### src/rtl/tlb_miss_arb.sv
// ---------------------------------------------------------------------------
// tlb_miss_arb
//
// Shares one page-table walker among NPORT TLB translation ports. Misses are
// granted one at a time in round-robin order. The granted miss is handed to
// the walker over a valid/ready handshake. The walk result is then returned
// to the originating port as a one-cycle TLB update strobe.
//
// Parameters
//   NPORT        number of miss sources (2..8)
//   LOG_PAGESIZE page-offset bits cleared in the address sent to the walker
//   TIMEOUT      walker timeout in cycles (only with TLB_MISS_TIMEOUT_EN)
//   VADDR_W      virtual address width
//   ASID_W       ASID width
//   TLBE_W       TLB entry width
//
// Optional feature macro
//   TLB_MISS_TIMEOUT_EN  when defined, a walk that gets no ptw_done within
//                        TIMEOUT cycles of WAIT completes with a fault and a
//                        zero entry. When undefined, WAIT holds until
//                        ptw_done arrives.
//
// Ports
//   clk, rst          clock; synchronous active-low reset
//   paging_en         grants are issued only while high
//   miss_v/adr/asid/id per-port miss request; fields are packed, port 0 in
//                     the low slice
//   miss_ack          one-hot pulse when a miss is captured
//   ptw_req/rdy       walk request handshake
//   ptw_adr/asid/id   captured request; the address has its page offset
//                     cleared
//   ptw_done/fault/tlbe walk result, qualified by ptw_done
//   upd_v             one-hot, one-cycle TLB update strobe
//   upd_tlbe/fault/id update payload
//   busy              sequencer is not idle
// ---------------------------------------------------------------------------
module tlb_miss_arb #(
   parameter int NPORT        = 4,
   parameter int LOG_PAGESIZE = 13,
   parameter int TIMEOUT      = 1023,
   parameter int VADDR_W      = 32,
   parameter int ASID_W       = 16,
   parameter int TLBE_W       = 64
) (
   input  logic                     clk,
   input  logic                     rst,
   input  logic                     paging_en,
   input  logic [NPORT-1:0]         miss_v,
   input  logic [NPORT*VADDR_W-1:0] miss_adr,
   input  logic [NPORT*ASID_W-1:0]  miss_asid,
   input  logic [NPORT*8-1:0]       miss_id,
   output logic [NPORT-1:0]         miss_ack,
   output logic                     ptw_req,
   input  logic                     ptw_rdy,
   output logic [VADDR_W-1:0]       ptw_adr,
   output logic [ASID_W-1:0]        ptw_asid,
   output logic [7:0]               ptw_id,
   input  logic                     ptw_done,
   input  logic                     ptw_fault,
   input  logic [TLBE_W-1:0]        ptw_tlbe,
   output logic [NPORT-1:0]         upd_v,
   output logic [TLBE_W-1:0]        upd_tlbe,
   output logic                     upd_fault,
   output logic [7:0]               upd_id,
   output logic                     busy
);

   localparam int PW = (NPORT > 1) ? $clog2(NPORT) : 1;
   localparam logic [VADDR_W-1:0] OFFSET_MASK =
      (VADDR_W'(1) << LOG_PAGESIZE) - VADDR_W'(1);

   typedef enum logic [2:0] {
      S_IDLE,
      S_REQ,
      S_WAIT,
      S_UPD,
      S_HOLD
   } state_t;

   state_t            state;
   state_t            state_nxt;
   logic [PW-1:0]     rr_ptr;
   logic [PW-1:0]     port_q;
   logic [PW-1:0]     grant_idx;
   logic              grant_any;
   logic              grant;
   logic              walk_end;
   logic              timeout_hit;
   int                cand;
   logic [VADDR_W-1:0] sel_adr;
   logic [ASID_W-1:0]  sel_asid;
   logic [7:0]         sel_id;

   // Round-robin search: start just after the last granted port and wrap,
   // so the most recently served port has the lowest priority.
   always_comb begin
      grant_any = 1'b0;
      grant_idx = '0;
      cand      = 0;
      for (int i = 1; i <= NPORT; i++) begin
         cand = (int'(rr_ptr) + i) % NPORT;
         if (!grant_any && miss_v[cand[PW-1:0]]) begin
            grant_any = 1'b1;
            grant_idx = cand[PW-1:0];
         end
      end
   end

   assign sel_adr  = miss_adr[grant_idx*VADDR_W +: VADDR_W];
   assign sel_asid = miss_asid[grant_idx*ASID_W +: ASID_W];
   assign sel_id   = miss_id[grant_idx*8 +: 8];

   assign grant    = (state == S_IDLE) && paging_en && grant_any;
   assign walk_end = (state == S_WAIT) && (ptw_done || timeout_hit);

`ifdef TLB_MISS_TIMEOUT_EN
   localparam int CNT_W = $clog2(TIMEOUT + 1);
   logic [CNT_W-1:0] wait_cnt;

   // Counts WAIT cycles; it restarts on every entry into WAIT.
   always_ff @(posedge clk) begin
      if (!rst) begin
         wait_cnt <= '0;
      end else if (state == S_REQ && ptw_rdy) begin
         wait_cnt <= '0;
      end else if (state == S_WAIT) begin
         wait_cnt <= wait_cnt + CNT_W'(1);
      end
   end

   // The count is zero in the first WAIT cycle, so TIMEOUT-1 marks the last
   // one. A ptw_done in that same cycle still takes priority.
   assign timeout_hit = (state == S_WAIT) && (wait_cnt == CNT_W'(TIMEOUT - 1));
`else
   assign timeout_hit = 1'b0;
   // TIMEOUT only matters when the timeout feature is built in.
   if (TIMEOUT > 0) begin : g_timeout_unused
   end
`endif

   // State register
   always_ff @(posedge clk) begin
      if (!rst) begin
         state <= S_IDLE;
      end else begin
         state <= state_nxt;
      end
   end

   // Next-state logic. REQ ignores paging_en so that a request, once raised,
   // is never withdrawn before the walker accepts it.
   always_comb begin
      state_nxt = state;
      case (state)
         S_IDLE:  if (grant) state_nxt = S_REQ;
         S_REQ:   if (ptw_rdy) state_nxt = S_WAIT;
         S_WAIT:  if (walk_end) state_nxt = S_UPD;
         S_UPD:   state_nxt = S_HOLD;
         S_HOLD:  state_nxt = S_IDLE;
         default: state_nxt = S_IDLE;
      endcase
   end

   assign ptw_req = (state == S_REQ);
   assign busy    = (state != S_IDLE);

   // Request capture at grant, and result capture at the end of the walk.
   // miss_ack and upd_v are one-cycle pulses. The ack fires during REQ; the
   // update fires during UPD.
   always_ff @(posedge clk) begin
      if (!rst) begin
         rr_ptr    <= PW'(NPORT - 1);
         port_q    <= '0;
         miss_ack  <= '0;
         ptw_adr   <= '0;
         ptw_asid  <= '0;
         ptw_id    <= '0;
         upd_v     <= '0;
         upd_tlbe  <= '0;
         upd_fault <= 1'b0;
         upd_id    <= '0;
      end else begin
         miss_ack <= '0;
         upd_v    <= '0;
         if (grant) begin
            miss_ack <= NPORT'(1) << grant_idx;
            ptw_adr  <= sel_adr & ~OFFSET_MASK;
            ptw_asid <= sel_asid;
            ptw_id   <= sel_id;
            rr_ptr   <= grant_idx;
            port_q   <= grant_idx;
         end
         if (walk_end) begin
            upd_v  <= NPORT'(1) << port_q;
            upd_id <= ptw_id;
            if (ptw_done) begin
               upd_tlbe  <= ptw_tlbe;
               upd_fault <= ptw_fault;
            end else begin
               upd_tlbe  <= '0;
               upd_fault <= 1'b1;
            end
         end
      end
   end

endmodule
### config.mk
export PLATFORM = sky130hd
export DESIGN_NAME = tlb_miss_arb
export DESIGN_NICKNAME = d
export VERILOG_FILES = /design/src/rtl/tlb_miss_arb.sv
export SDC_FILE = /design/constraint.sdc
export NUM_CORES = 1
export LEC_CHECK = 0
export ABC_AREA = 1
export ABC_CLOCK_PERIOD_IN_PS = 1650
export CAP_MARGIN = 20
export CORE_AREA = 4 4 166 168
export CTS_BUF_LIST = sky130_fd_sc_hd__clkbuf_8 sky130_fd_sc_hd__clkbuf_16
export CTS_CLUSTER_DIAMETER = 60
export DETAILED_ROUTE_END_ITERATION = 12
export DIE_AREA = 0 0 170 172
export PLACE_DENSITY_LB_ADDON = 0.05
export RECOVER_POWER = 50
export SETUP_SLACK_MARGIN = 0.15
export SYNTH_ARGS = -nofsm -noshare
export SYNTH_HDL_FRONTEND = slang
export SYNTH_SLANG_ARGS = --single-unit
### constraint.sdc
create_clock -name clk -period 1.65 [get_ports clk]
set_input_delay 0.33 -clock clk [delete_from_list [all_inputs] [get_ports clk]]
set_output_delay 0.33 -clock clk [all_outputs]
set_load 0.01 [all_outputs]
* Word level (Yosys, flattened, before mapping) *
Cells that the tools add are included.

cells by class
  shift operators = 5
  add/subtract/negate cells = 4
  $lt $le $gt $ge = 4
  reductions and logical operators = 14
  equality and inequality tests = 6
  mux-type cells = 22

operator list
  cell                                                                   count
  128-bit by 8-bit variable part select with 32-bit output               1
  64-bit 2-to-1 mux                                                      1
  64-bit by 7-bit variable part select with 16-bit output                1
  32-bit by 6-bit variable part select with 8-bit output                 1
  2-bit by 3-bit < comparator with 1-bit output, second input constant   4
  3-bit case mux with 4 select lines                                     1
  1-bit 2-to-1 mux                                                       9
  3-bit 2-to-1 mux                                                       3
  1-bit binary-select mux with 2-bit select                              4
  2-bit 2-to-1 mux                                                       4
  1-bit by 2-bit << shifter with 4-bit output, first input constant      2
  3-bit by 2-bit equality test with 1-bit output, second input constant  2
  1-bit logical AND                                                      6
  2-bit by 1-bit adder with 2-bit output, second input constant          2
  2-bit adder, second input constant                                     2
  2-bit != test, second input constant                                   2
  2-bit AND reduction                                                    2
  3-bit by 1-bit equality test with 1-bit output, second input constant  1
  1-bit logical NOT                                                      3
  3-bit logical NOT                                                      1
  3-bit AND reduction                                                    1
  3-bit nonzero test                                                     1
  2-bit by 1-bit != test with 1-bit output, second input constant        1

storage, ports and cells
  flip-flop bits (word level) = 131
  word-level logic and storage cells = 66
  output and inout port bits = 139
  bits of input ports = 298

* Logic depth before layout (Yosys ltp) *
Gate-level depths: netlist (run 1).

  depth after elaboration = 16
  mapped depth = 16
  depth with buffers taken out = 14

* Least setup slack after synthesis (run 1) *
Ideal clock, no wire load.

  kind = register -> register
  start point = register rr_ptr[0]
  end point = register ptw_adr[19]
  library setup time = 0.116 ns
  setup slack = -0.144 ns
  required time = 1.534 ns
  data arrival time = 1.678 ns
  stages on the path, launching flop included = 15
  cells stage by stage = dfxtp_1 > buf_4 > inv_4 > nand2_1 > nand2_1 > nand2_1 > nand2_2 > nor3_1 > a21oi_1 > buf_4 > inv_1 > nand2_2 > buf_6 > nor2_1 > nor2_1

between the ends
  longest elaborated chain between the ends = 14
  elaborated cells on any way between the ends = 28
  those cells by class = add/sub: 4; shift: 1; mux: 16; reduce/logical: 7

ends and longest elaborated chain
  item                                                                                           line      source
  start, declared                                                                                82        logic [PW-1:0] rr_ptr;
  start signal, assigned                                                                         172       rr_ptr <= PW'(NPORT - 1);
  start signal, assigned                                                                         190       rr_ptr <= grant_idx;
  2-bit by 1-bit adder with 2-bit output                                                         101       cand = (int'(rr_ptr) + i) % NPORT;
  1-bit binary-select mux with 2-bit select                                                      102       if (!grant_any && miss_v[cand[PW-1:0]]) begin
  1-bit 2-to-1 mux (not written as such)                                                         102
  1-bit 2-to-1 mux                                                                               102
  1-bit logical NOT                                                                              102
  1-bit logical AND                                                                              102
  1-bit 2-to-1 mux                                                                               102
  1-bit logical NOT                                                                              102
  1-bit logical AND                                                                              102
  1-bit 2-to-1 mux                                                                               102
  1-bit logical NOT                                                                              102
  1-bit logical AND                                                                              102
  2-bit 2-to-1 mux or 1-bit 2-to-1 mux (tied branches)                                           102
  128-bit by 8-bit variable part select with 32-bit output or 1-bit logical AND (tied branches)  109, 113
  end signal, assigned                                                                           187       ptw_adr <= sel_adr & ~OFFSET_MASK;
  end, declared                                                                                  55        output logic [VADDR_W-1:0] ptw_adr,

Several ways; a longest one is shown, not always the timed one. The select of a mux whose other input is x is not followed.
A chain may end at the register's enable or synchronous reset.

* Final worst setup path (run 1) *
  start point = register rr_ptr[0]
  end point = register ptw_asid[9]

between the ends
  longest elaborated chain between the ends = 14
  elaborated cells on any way between the ends = 28
  those cells by class = add/sub: 4; shift: 1; mux: 16; reduce/logical: 7

ends and longest elaborated chain
  item                                                                                          line      source
  2-bit by 1-bit adder with 2-bit output                                                        101
  1-bit binary-select mux with 2-bit select                                                     102
  1-bit 2-to-1 mux (not written as such)                                                        102
  1-bit 2-to-1 mux                                                                              102
  1-bit logical NOT                                                                             102
  1-bit logical AND                                                                             102
  1-bit 2-to-1 mux                                                                              102
  1-bit logical NOT                                                                             102
  1-bit logical AND                                                                             102
  1-bit 2-to-1 mux                                                                              102
  1-bit logical NOT                                                                             102
  1-bit logical AND                                                                             102
  2-bit 2-to-1 mux or 1-bit 2-to-1 mux (tied branches)                                          102
  64-bit by 7-bit variable part select with 16-bit output or 1-bit logical AND (tied branches)  110, 113
  end signal, assigned                                                                          188       ptw_asid <= sel_asid;
  end, declared                                                                                 56        output logic [ASID_W-1:0] ptw_asid,

Several ways; a longest one is shown, not always the timed one. The select of a mux whose other input is x is not followed.

==> metrics.txt, run 1 <==
CTS root buffer=clkbuf_16; first-pass GRT wire length=between 40000 and 50000 um; worst setup path end=ptw_asid[9]; area of placed instances=10900 sq um; nets=~1.8k; crit-path max cell delay=around 0.38 ns; Detailed Place HPWL=20700 um; sequential share of power=0.154; routed len/inst=around 18 um; die footprint=29200 sq um; final hold violations=0; largest net degree at the start of global routing=59; status=complete, but fails checks; Final setup viols=53; Post-Layout Inst Area=13200 sq um; clock network power share=0.136; critical path class=flip-flop to flip-flop; CP Capture Type=flip-flop; Bufs on Longest Clock Path=2; final worst slack=-0.333 ns; number of synthesized register bits=131; final WL=~32000 um; Post-Syn Instances=roughly 1.1k; switching share of power=0.442; cts hold-fix bufs=0; DR iter-0 viols=between 400 and 500; Die Ht=172 um; number of global-route vias before repair=7786; vias per cell=4.45; Slew Viols, Final=0; beginning of the critical path=rr_ptr[0]; PwrDens=2160 nW/um^2; Synth Area in Adders=0; Finished Layout Cells=1844; WP buf/inv=5; setup_tns=-13.93 ns; Synth Area in Compound Gates=0.0900; R2R setup slack=-0.33 ns; sw power=12.6 mW; layout cells sized above 1=0.176; RSZ-0062 raised after global routing=yes; mux share of post-synthesis cell area=0; Overflow after GRT=0; Synth Area in Simple Gates=0.384; Hold Crit Class=input port to flip-flop; worst skew pair latency=0.42 ns; commonest non-fill, non-tap cell in the layout=clkdlybuf4s50_1; Critical R2R Capture=ptw_asid[9]; XOR/XNOR Fraction of Synth Area=0; remaining antenna violation count after routing=0; most used cell, CP=nand2_4; Netlist cell types=26; Static Leakage=6.57 nW; worst-path cell chain=buf_12, nand2_4, nand2_4, nand2_4, nand2_4, nor2_4, nand3_4, nand3_4, buf_6, buf_12, buf_16, nand2_1, nand3_1, nand3_1, nand2_1, inv_1; synth warn=0; Placement Setup Slack=-0.694 ns; Max Clock Skew=0.0126 ns; Initial Utilization=0.258; CP arrival=2.31 ns; worst r2r src=rr_ptr[0]; combinational share of power=0.710; cts bufs inserted=17; PnR Total Power=roughly 29 mW; clk slew on worst S/H paths=roughly 0.07 ns; GRT Util Overall=0.196; Crit path depth=16; WP data required=1.98 ns; cell family with most CP delay=simple AND/OR/NAND/NOR gates; most frequent cells in the layout=clkdlybuf4s50_1, nor2_1, nand2_1, dfxtp_1, dlygate4sd2_1; startpoint types=flip-flop; largest family of logic cells by synthesized area=simple AND/OR/NAND/NOR gates; Reg2Reg Depth=16; Critical-path top delay cell=dfxtp_4; H-tree depth=4; syn_area_per_cell=6.21 sq um; Std-Cell Core Area=25900 sq um; Pre-antenna DRT Iters=5; final-layout fill cell count=2588; Pint=approximately 16 mW; hold slack=0.210 ns; Util after Layout=0.510; VDD IR max=between 0.001 and 0.0015 V; placed insts=1750; Max-Cap Viols=0; Mapped Area=roughly 6700 sq um; Die X=170 um; initial antenna violation count=3; crit path max fanout=8; Vias=between 8k and 9k; Site Rows=59; failing checks=negative setup slack; final period utilization=1.20; I/O pin cnt=approximately 440; Syn-to-layout area delta=97.6%; Fmax achieved=504 MHz; GP Congestion=0.846; clock period minus worst slack=1.98 ns; sequential area share after synthesis=0.392; IO Port Bufs=371; CTS tree=built; Remaining DRCs=0; CTS sink cnt=131
per-layer routing:
layer | up-vias | GRT usage | part of all wire
met5 | - | 0 | 0.00068
met4 | 4 | 0.0486 | 0.011
met3 | 27 | 0.0633 | 0.082
met2 | 321 | 0.332 | 0.49
met1 | 3676 | 0.242 | 0.42
li1 | 4171 | - | -
worst register-to-register path: stages (launching register included):
cell	delay [ns]
dfxtp_4	0.38
buf_12	0.14
nand2_4	0.06
nand2_4	0.07
nand2_4	0.08
nand2_4	0.08
nor2_4	0.13
nand3_4	0.12
nand3_4	0.11
buf_6	0.16
buf_12	0.11
buf_16	0.12
nand2_1	0.06
nand3_1	0.09
nand3_1	0.08
nand2_1	0.06
inv_1	0.03
layout make-up:
cell class / count / area [sq um] / area share
timing repair buffer: 467 / 5190 / 0.392
antenna: 1 / 2.50 / 0.000189
tap: 335 / 419 / 0.0317
clock buffer: 17 / 425 / 0.0322
multi-input combinational: 760 / 3850 / 0.291
clock inverter: 15 / 174 / 0.0132
inverter: 118 / 522 / 0.0395
sequential: 131 / 2640 / 0.200
state kept, by name, indices dropped and copies added, names as in the netlist, 3 cells and up:
| signal | cells |
|---|---|
| miss_ack | 4 |
| ptw_adr | 19 |
| ptw_asid | 16 |
| ptw_id | 8 |
| state | 3 |
| upd_id | 8 |
| upd_tlbe | 64 |
| upd_v | 4 |
synth_stat cells, drive strengths merged:
library cell  number  area [sq um]
inv              118           445
conb               1          3.75
nand4             37           231
dfxtp            131          2620
o21ai             98           490
clkbuf            41           155
a21oi             18          90.1
buf               41           294
a31oi              1          6.26
nor3               3          15.0
nor4               2          12.5
nand3             63           338
nor2             272          1020
nand2            249           947
o211ai             2          15.0
what timing repair did:
action	in CTS	in global routing
hold endpoints to repair	0	0
cloned	12	19
gates resized for setup	214	173
pin swaps	12	69
endpoints found under the setup margin	179	117
buffers inserted	19	11
cell families (layout without fill, tap and decap cells):
kind of cell | after synthesis | in the layout
other | 1 | 14
flip-flops | 131 | 131
AND/OR/NAND/NOR | 626 | 628
buffers and inverters | 200 | 617
AO/OA/AOI/OAI | 119 | 119
how the worst min path moves through the flow:
stage,end,depth (start not counted),startpoint,slack [ns]
after floorplan,upd_v[0],1,port_q[0],0.43
after global placement,upd_v[0],1,port_q[0],0.45
after detailed placement,upd_v[0],1,port_q[0],0.45
after CTS,upd_id[7],3,rst,0.21
after global routing,upd_tlbe[39],3,rst,0.21
final,upd_tlbe[39],3,rst,0.21
power groups by stage:
stage	registers, mW	logic (mW)	clock network [mW]
final	4.39	20.3	3.88
after CTS	4.37	17.3	3.99
after global routing	4.49	21.8	4.11
after detailed placement	4.44	12.8	0
after floorplan	4.66	7.83	0
after global placement	4.43	12.9	0
No activity file was read; power rests on OpenSTA's default activity.
==> run 2: changes to the inputs <==
--- a/config.mk
+++ b/config.mk
@@ -7,12 +7,12 @@
 export LEC_CHECK = 0
 export ABC_AREA = 1
 export ABC_CLOCK_PERIOD_IN_PS = 1650
-export CAP_MARGIN = 20
-export CORE_AREA = 4 4 166 168
+export CAP_MARGIN = 15
+export CORE_AREA = 2 2 169 171
 export CTS_BUF_LIST = sky130_fd_sc_hd__clkbuf_8 sky130_fd_sc_hd__clkbuf_16
 export CTS_CLUSTER_DIAMETER = 60
 export DETAILED_ROUTE_END_ITERATION = 12
-export DIE_AREA = 0 0 170 172
+export DIE_AREA = 0 0 171 173
 export PLACE_DENSITY_LB_ADDON = 0.05
 export RECOVER_POWER = 50
 export SETUP_SLACK_MARGIN = 0.15
==> run 2 against run 1 <==
  * The flow still finishes with violations (negative setup slack)
  * First-iteration DRC count shrank 37%
  * Sequential power is essentially flat
  * Count of clock-buffer cells in the layout is the same
  * Register-to-register slack is essentially flat
  * Power shrank 0.55%
  * Cell area grew 2.9%
  * Routed wire length shrank 5.8%
  * Worst hold slack gained 0.075 ns
  * Die area grew 1.2%
  * Global-route usage shrank 0.32 points
  * Clock skew shrank 0.00084 ns
  * Non-clock buffer count grew 20
==> metrics.txt, run 2 (synthesis gave the netlist of run 1 again) <==
final period utilization=1.20 (about the same); Remaining DRCs=0 (unchanged); most frequent cells in the layout=clkdlybuf4s50_1, nor2_1, nand2_1, dfxtp_1, dlygate4sd2_1; Util after Layout=0.492 (-0.0176); GRT Util Overall=0.193 (-0.00323); H-tree depth=4 (unchanged); Largest Register=upd_tlbe; sw power=12.7 mW (+0.79%); CP Capture Type=flip-flop; Fmax achieved=504 MHz (about the same); critical path class=flip-flop to flip-flop; Hold Crit Class=input port to flip-flop; Bufs on Longest Clock Path=2 (unchanged); Slew Viols, Final=0 (unchanged); largest net degree at the start of global routing=74 (+25%); Pre-antenna DRT Iters=4 (-1); beginning of the critical path=rr_ptr[0]; area of placed instances=11200 sq um (+2.3%); first-pass GRT wire length=44000 um (-1.7%); setup_tns=-14.51 ns (-0.581 ns); vias per cell=4.33 (-2.7%); clk slew on worst S/H paths=0.07 ns (about the same); clock network power share=0.132 (-0.004); cts bufs inserted=17 (unchanged); initial antenna violation count=1 (-2); clock period minus worst slack=1.98 ns (+0.00154 ns); status=complete, but fails checks; number of global-route vias before repair=7902 (+1.5%); VDD IR max=0.00110 V (-6.3%); die footprint=29600 sq um (+1.2%); final WL=30600 um (-5.8%); I/O pin cnt=437 (unchanged); cts hold-fix bufs=0 (unchanged); remaining antenna violation count after routing=0 (unchanged); Die Ht=173 um (+0.58%); GP Congestion=0.817 (-3.5%); Placement Setup Slack=-0.733 ns (-0.0389 ns); startpoint types=flip-flop; max reg flops=64 (unchanged); Pint=15.7 mW (-1.6%); crit path max fanout=7 (-1); combinational share of power=0.714 (+0.004); CTS tree=built; final worst slack=-0.335 ns (-0.00154 ns); switching share of power=0.448 (+0.00594); DR iter-0 viols=263 (-37%); Max Clock Skew=0.0118 ns (-0.000837 ns); nets=1813 (+1.1%); Vias=8248 (+0.60%); routed len/inst=16.0 um (-8.9%); failing checks=negative setup slack; Overflow after GRT=0 (unchanged); worst skew pair latency=0.42 ns (about the same); sequential share of power=0.154 (about the same); worst hold start=rst; CP arrival=2.30 ns (about the same); IO Port Bufs=371 (unchanged); layout cells sized above 1=0.220 (+0.0435); Initial Utilization=0.242 (-0.0161); Die X=171 um (+0.59%); Detailed Place HPWL=20200 um (-2.8%); worst r2r src=rr_ptr[0]; Site Rows=61 (+3.4%); CTS sink cnt=131 (unchanged); commonest non-fill, non-tap cell in the layout=clkdlybuf4s50_1; Std-Cell Core Area=27600 sq um (+6.6%); CTS root buffer=clkbuf_16; PwrDens=2090 nW/um^2 (-3.4%); WP data required=1.97 ns (about the same); final hold violations=0 (unchanged); Post-Layout Inst Area=13600 sq um (+2.9%); Static Leakage=6.60 nW (+0.41%); Top Registers=upd_tlbe (64), ptw_adr (19), ptw_asid (16); RSZ-0062 raised after global routing=yes; Syn-to-layout area delta=103%; hold slack=0.285 ns (+0.0747 ns); Final setup viols=53 (unchanged); Max-Cap Viols=0 (unchanged)
## run 2: changes by cell type in the layout (fill, tap and decap cells not counted), sizes merged
cell           change
clkdlybuf4s25      -1
inv                +3
clkinv             -2
nand2              -1
clkbuf             -6
clkinvlp           +2
bufbuf             +1
buf               +25
bufinv             -2
dlygate4sd2        +1
## run 2: final cells by class
| type | count | area (sq um) |
|---|---|---|
| diodes | 1 | 2.50 |
| clock buffers | 17 | 425 |
| clock inverters | 15 | 144 |
| fillers | 2812 | 14000 |
| inverters | 118 | 485 |
| multi-input cells | 759 | 4090 |
| flip-flops and latches | 131 | 2630 |
| well taps | 378 | 473 |
| repair buffers | 487 | 5350 |
| repair inverters | 1 | 6.26 |
## run 2: what timing repair did
action | CTS | global route
endpoints found under the setup margin | 179 | 133
cloned | 13 | 12
pin swaps | 38 | 127
resized for setup | 252 | 195
buffers inserted | 25 | 13
## run 2: per-layer routing
layer  up-vias  part of all wire  wire, um  global-route usage
li1       4231                 -         -                   -
met5         -                 0         0                   0
met3        35             0.079      2410              0.0593
met1      3717              0.41     12500               0.230
met4         0             0.021       653              0.0593
met2       265              0.49     15000               0.328
## run 2: power by group through the flow
stage | combinational (mW) | clock [mW] | sequential, mW
6_report | 20.3 | 3.74 | 4.37
5_1_grt | 21.9 | 3.99 | 4.47
4_1_cts | 18.8 | 3.85 | 4.34
3_5_place_dp | 13.6 | 0 | 4.41
3_3_place_gp | 13.6 | 0 | 4.40
2_1_floorplan | 7.83 | 0 | 4.66
## run 2: final timing paths
kind	slack (ns)	cells after the start	to
worst min register to register	0.47	2	upd_id[3]
worst max-delay path	-0.33	15	ptw_adr[20]
worst min-delay path	0.28	3	state[1]
worst max register to register	-0.33	15	ptw_adr[20]
## run 2: through the flow
step / power (mW) / instances
4_1_cts: 27.0 / 1881
3_5_place_dp: 18.0 / 1811
5_1_grt: 30.4 / 1907
6_report: 28.4 / 1907
2_1_floorplan: 12.5 / 1089
3_3_place_gp: 18.0 / 1811
## run 2: worst max-delay path, stage by stage (launching register included)
cell	delay (ns)
dfxtp_4	0.40
buf_6	0.13
nand2_1	0.10
nand3_2	0.12
nand2_4	0.07
nand2_4	0.09
nand3_4	0.10
nand3_4	0.15
buf_12	0.14
inv_12	0.04
buf_12	0.13
buf_16	0.14
nand2_2	0.05
nand2_1	0.05
o21ai_1	0.12
nor2_1	0.05
==> run 3: changes to the inputs <==
--- a/config.mk
+++ b/config.mk
@@ -19,3 +19,4 @@
 export SYNTH_ARGS = -nofsm -noshare
 export SYNTH_HDL_FRONTEND = slang
 export SYNTH_SLANG_ARGS = --single-unit
+export TNS_END_PERCENT = 30
==> run 3 against run 2 <==
  * The run still ends with negative setup slack left
  * Global-route usage fell by 1.6 points
  * Non-clock buffer count fell by 58
  * Cell count fell by 3.1%
  * Count of clock-buffer cells in the layout did not move
  * Via count fell by 4.9%
  * Clock skew rose by 0.0014 ns
  * Maximum frequency rose by 2.7%
  * Power fell by 14%
  * Worst setup slack improved by 0.052 ns
  * Core utilization fell by 5.2 points
  * First-iteration DRC count rose by 18%
  * Clock power rose by 4%
  * Critical path type unchanged
==> metrics.txt, run 3 (synthesis gave the netlist of run 1 again) <==
clock period minus worst slack=1.93 ns (-0.0518 ns); CTS tree=built; cell family with most CP delay=simple AND/OR/NAND/NOR gates; final period utilization=1.17 (-0.0314); R2R setup slack=-0.28 ns (+0.05 ns); H-tree depth=4 (unchanged); Crit path depth=15 (unchanged); Overflow after GRT=0 (unchanged); initial antenna violation count=0 (-1); top sig layer=met4; VDD IR max=0.00103 V (-6.4%); RSZ-0062 raised after global routing=yes; critical path class=flip-flop to flip-flop; WL met3=2300 um (-4.7%); DR iter-0 viols=311 (+18%); worst setup path end=ptw_adr[19]; CTS sink cnt=131 (unchanged); worst r2r src=rr_ptr[0]; max reg flops=64 (unchanged); Std-Cell Core Area=27600 sq um (unchanged); Util after Layout=0.440 (-0.0521); clk slew on worst S/H paths=0.06 ns (about the same); WL met2=13600 um (-9.5%); Detailed Place HPWL=20100 um (-0.31%); crit path max fanout=14 (+7); Pre-antenna DRT Iters=4 (unchanged); WP data required=1.96 ns (about the same); Critical-path top delay cell=dfxtp_4; Hold Crit Class=input port to flip-flop; cts hold-fix bufs=0 (unchanged); beginning of the critical path=rr_ptr[0]; die footprint=29600 sq um (unchanged); layout cells sized above 1=0.138 (-0.0823); Bufs on Longest Clock Path=2 (unchanged); commonest non-fill, non-tap cell in the layout=nor2_1; GP Congestion=0.810 (-0.86%); Max Clock Skew=0.0132 ns (+0.00144 ns); Vias=7842 (-4.9%); routed len/inst=15.2 um (-5.0%); IO Port Bufs=371 (unchanged); Syn-to-layout area delta=81.9%; PwrDens=2010 nW/um^2 (-3.8%); Max-Cap Viols=0 (unchanged); area of the multi-input gates=3630 sq um (-11%); Final setup viols=53 (unchanged); status=complete, but fails checks; WP buf/inv=4 (-1); worst skew pair latency=0.42 ns (about the same); first-pass GRT wire length=40700 um (-7.6%); number of global-route vias before repair=7284 (-7.8%); startpoint types=flip-flop; Top Registers=upd_tlbe (64), ptw_adr (19), ptw_asid (16); Largest Register=upd_tlbe; remaining antenna violation count after routing=0 (unchanged); final worst slack=-0.283 ns (+0.0518 ns); Die Ht=173 um (unchanged); M1 WL=11800 um (-5.8%); Remaining DRCs=0 (unchanged); nets=1753 (-3.3%); register area=2630 sq um (unchanged); final hold violations=0 (unchanged); setup_tns=-11.19 ns (+3.32 ns); failing checks=negative setup slack; Static Leakage=6.19 nW (-6.1%); Slew Viols, Final=0 (unchanged); CP arrival=2.24 ns (-0.06 ns); CP Capture Type=flip-flop; final-layout fill cell count=2952 (+5.0%); Site Rows=61 (unchanged); final WL=28100 um (-8.0%); cts bufs inserted=17 (unchanged); Initial Utilization=0.242 (unchanged); most frequent cells in the layout=nor2_1, clkdlybuf4s50_1, nand2_1, dfxtp_1, dlygate4sd2_1; Reg2Reg Depth=15 (unchanged); vias per cell=4.25 (-1.8%); crit-path max cell delay=0.38 ns (-0.02 ns); worst-path cell chain=buf_6, nand2_2, nand2_4, nand2_4, nand2_4, nor2_4, nand3_4, nand3_4, buf_12, inv_16, clkbuf_16, nand2_1, nand2_1, o21ai_1, nor2_1; Die X=171 um (unchanged); GRT Util Overall=0.177 (-0.0158); largest net degree at the start of global routing=63 (-15%); I/O pin cnt=437 (unchanged); CTS root buffer=clkbuf_16; Fmax achieved=517 MHz (+2.7%); Critical R2R Capture=ptw_adr[19]; most used cell, CP=nand2_4
[run 3: per-layer routing]
layer / up-vias / global-route usage
met2: 275 / 0.304
met4: 0 / 0.0473
li1: 4081 / -
met3: 25 / 0.0563
met1: 3461 / 0.210
met5: - / 0
[run 3: worst min path at each step]
stage	start	endpoint	slack (ns)	depth (start not counted)
5_1_grt	rst	rr_ptr[0]	0.40	3
4_1_cts	rst	rr_ptr[0]	0.39	3
6_report	rst	rr_ptr[0]	0.40	3
3_5_place_dp	port_q[0]	upd_v[0]	0.45	1
2_1_floorplan	port_q[0]	upd_v[0]	0.43	1
3_3_place_gp	port_q[0]	upd_v[0]	0.45	1
[run 3: worst register-to-register path: cells and delay by family (launching register included)]
| family | cells | cell delay (ns) |
|---|---|---|
| simple gates | 10 | 0.78 |
| buf+inv | 4 | 0.56 |
| compound gates | 1 | 0.12 |
| flops | 1 | 0.38 |
[run 3: per-stage QoR]
stage	std cells	hold slack [ns]	setup slack [ns]	area (sq um)	power, mW
global route	1846	0.405	-0.370	12200	26.3
floorplan	1089	0.426	-0.0782	6810	12.4
global placement	1798	0.448	-0.704	11000	17.7
CTS	1831	0.389	-0.306	11500	21.5
finish	1847	0.396	-0.283	12200	24.4
detailed placement	1798	0.446	-0.766	11000	17.7
[run 3: timing repair]
| action | CTS | global route |
|---|---|---|
| endpoints found under the setup margin | 179 | 130 |
| gates resized for setup | 147 | 117 |
| setup buffers | 1 | 7 |
| gates cloned | 0 | 8 |
| pin swaps | 1 | 35 |
[run 3: area by class of cell]
cell class,instances,share of cell area
antenna,1,0.000206
clock buffer,17,0.0350
clock inverter,15,0.0140
inverter,118,0.0392
multi-input combinational,758,0.299
sequential,131,0.216
tap,378,0.0389
timing repair buffer,429,0.358
[run 3: power by group]
group          switching, mW  leakage (nW)  internal, mW
clock network           1.61         0.288          2.27
logic                   9.25          4.84          6.94
registers              0.415          1.07          3.94
total                   11.3          6.19          13.1
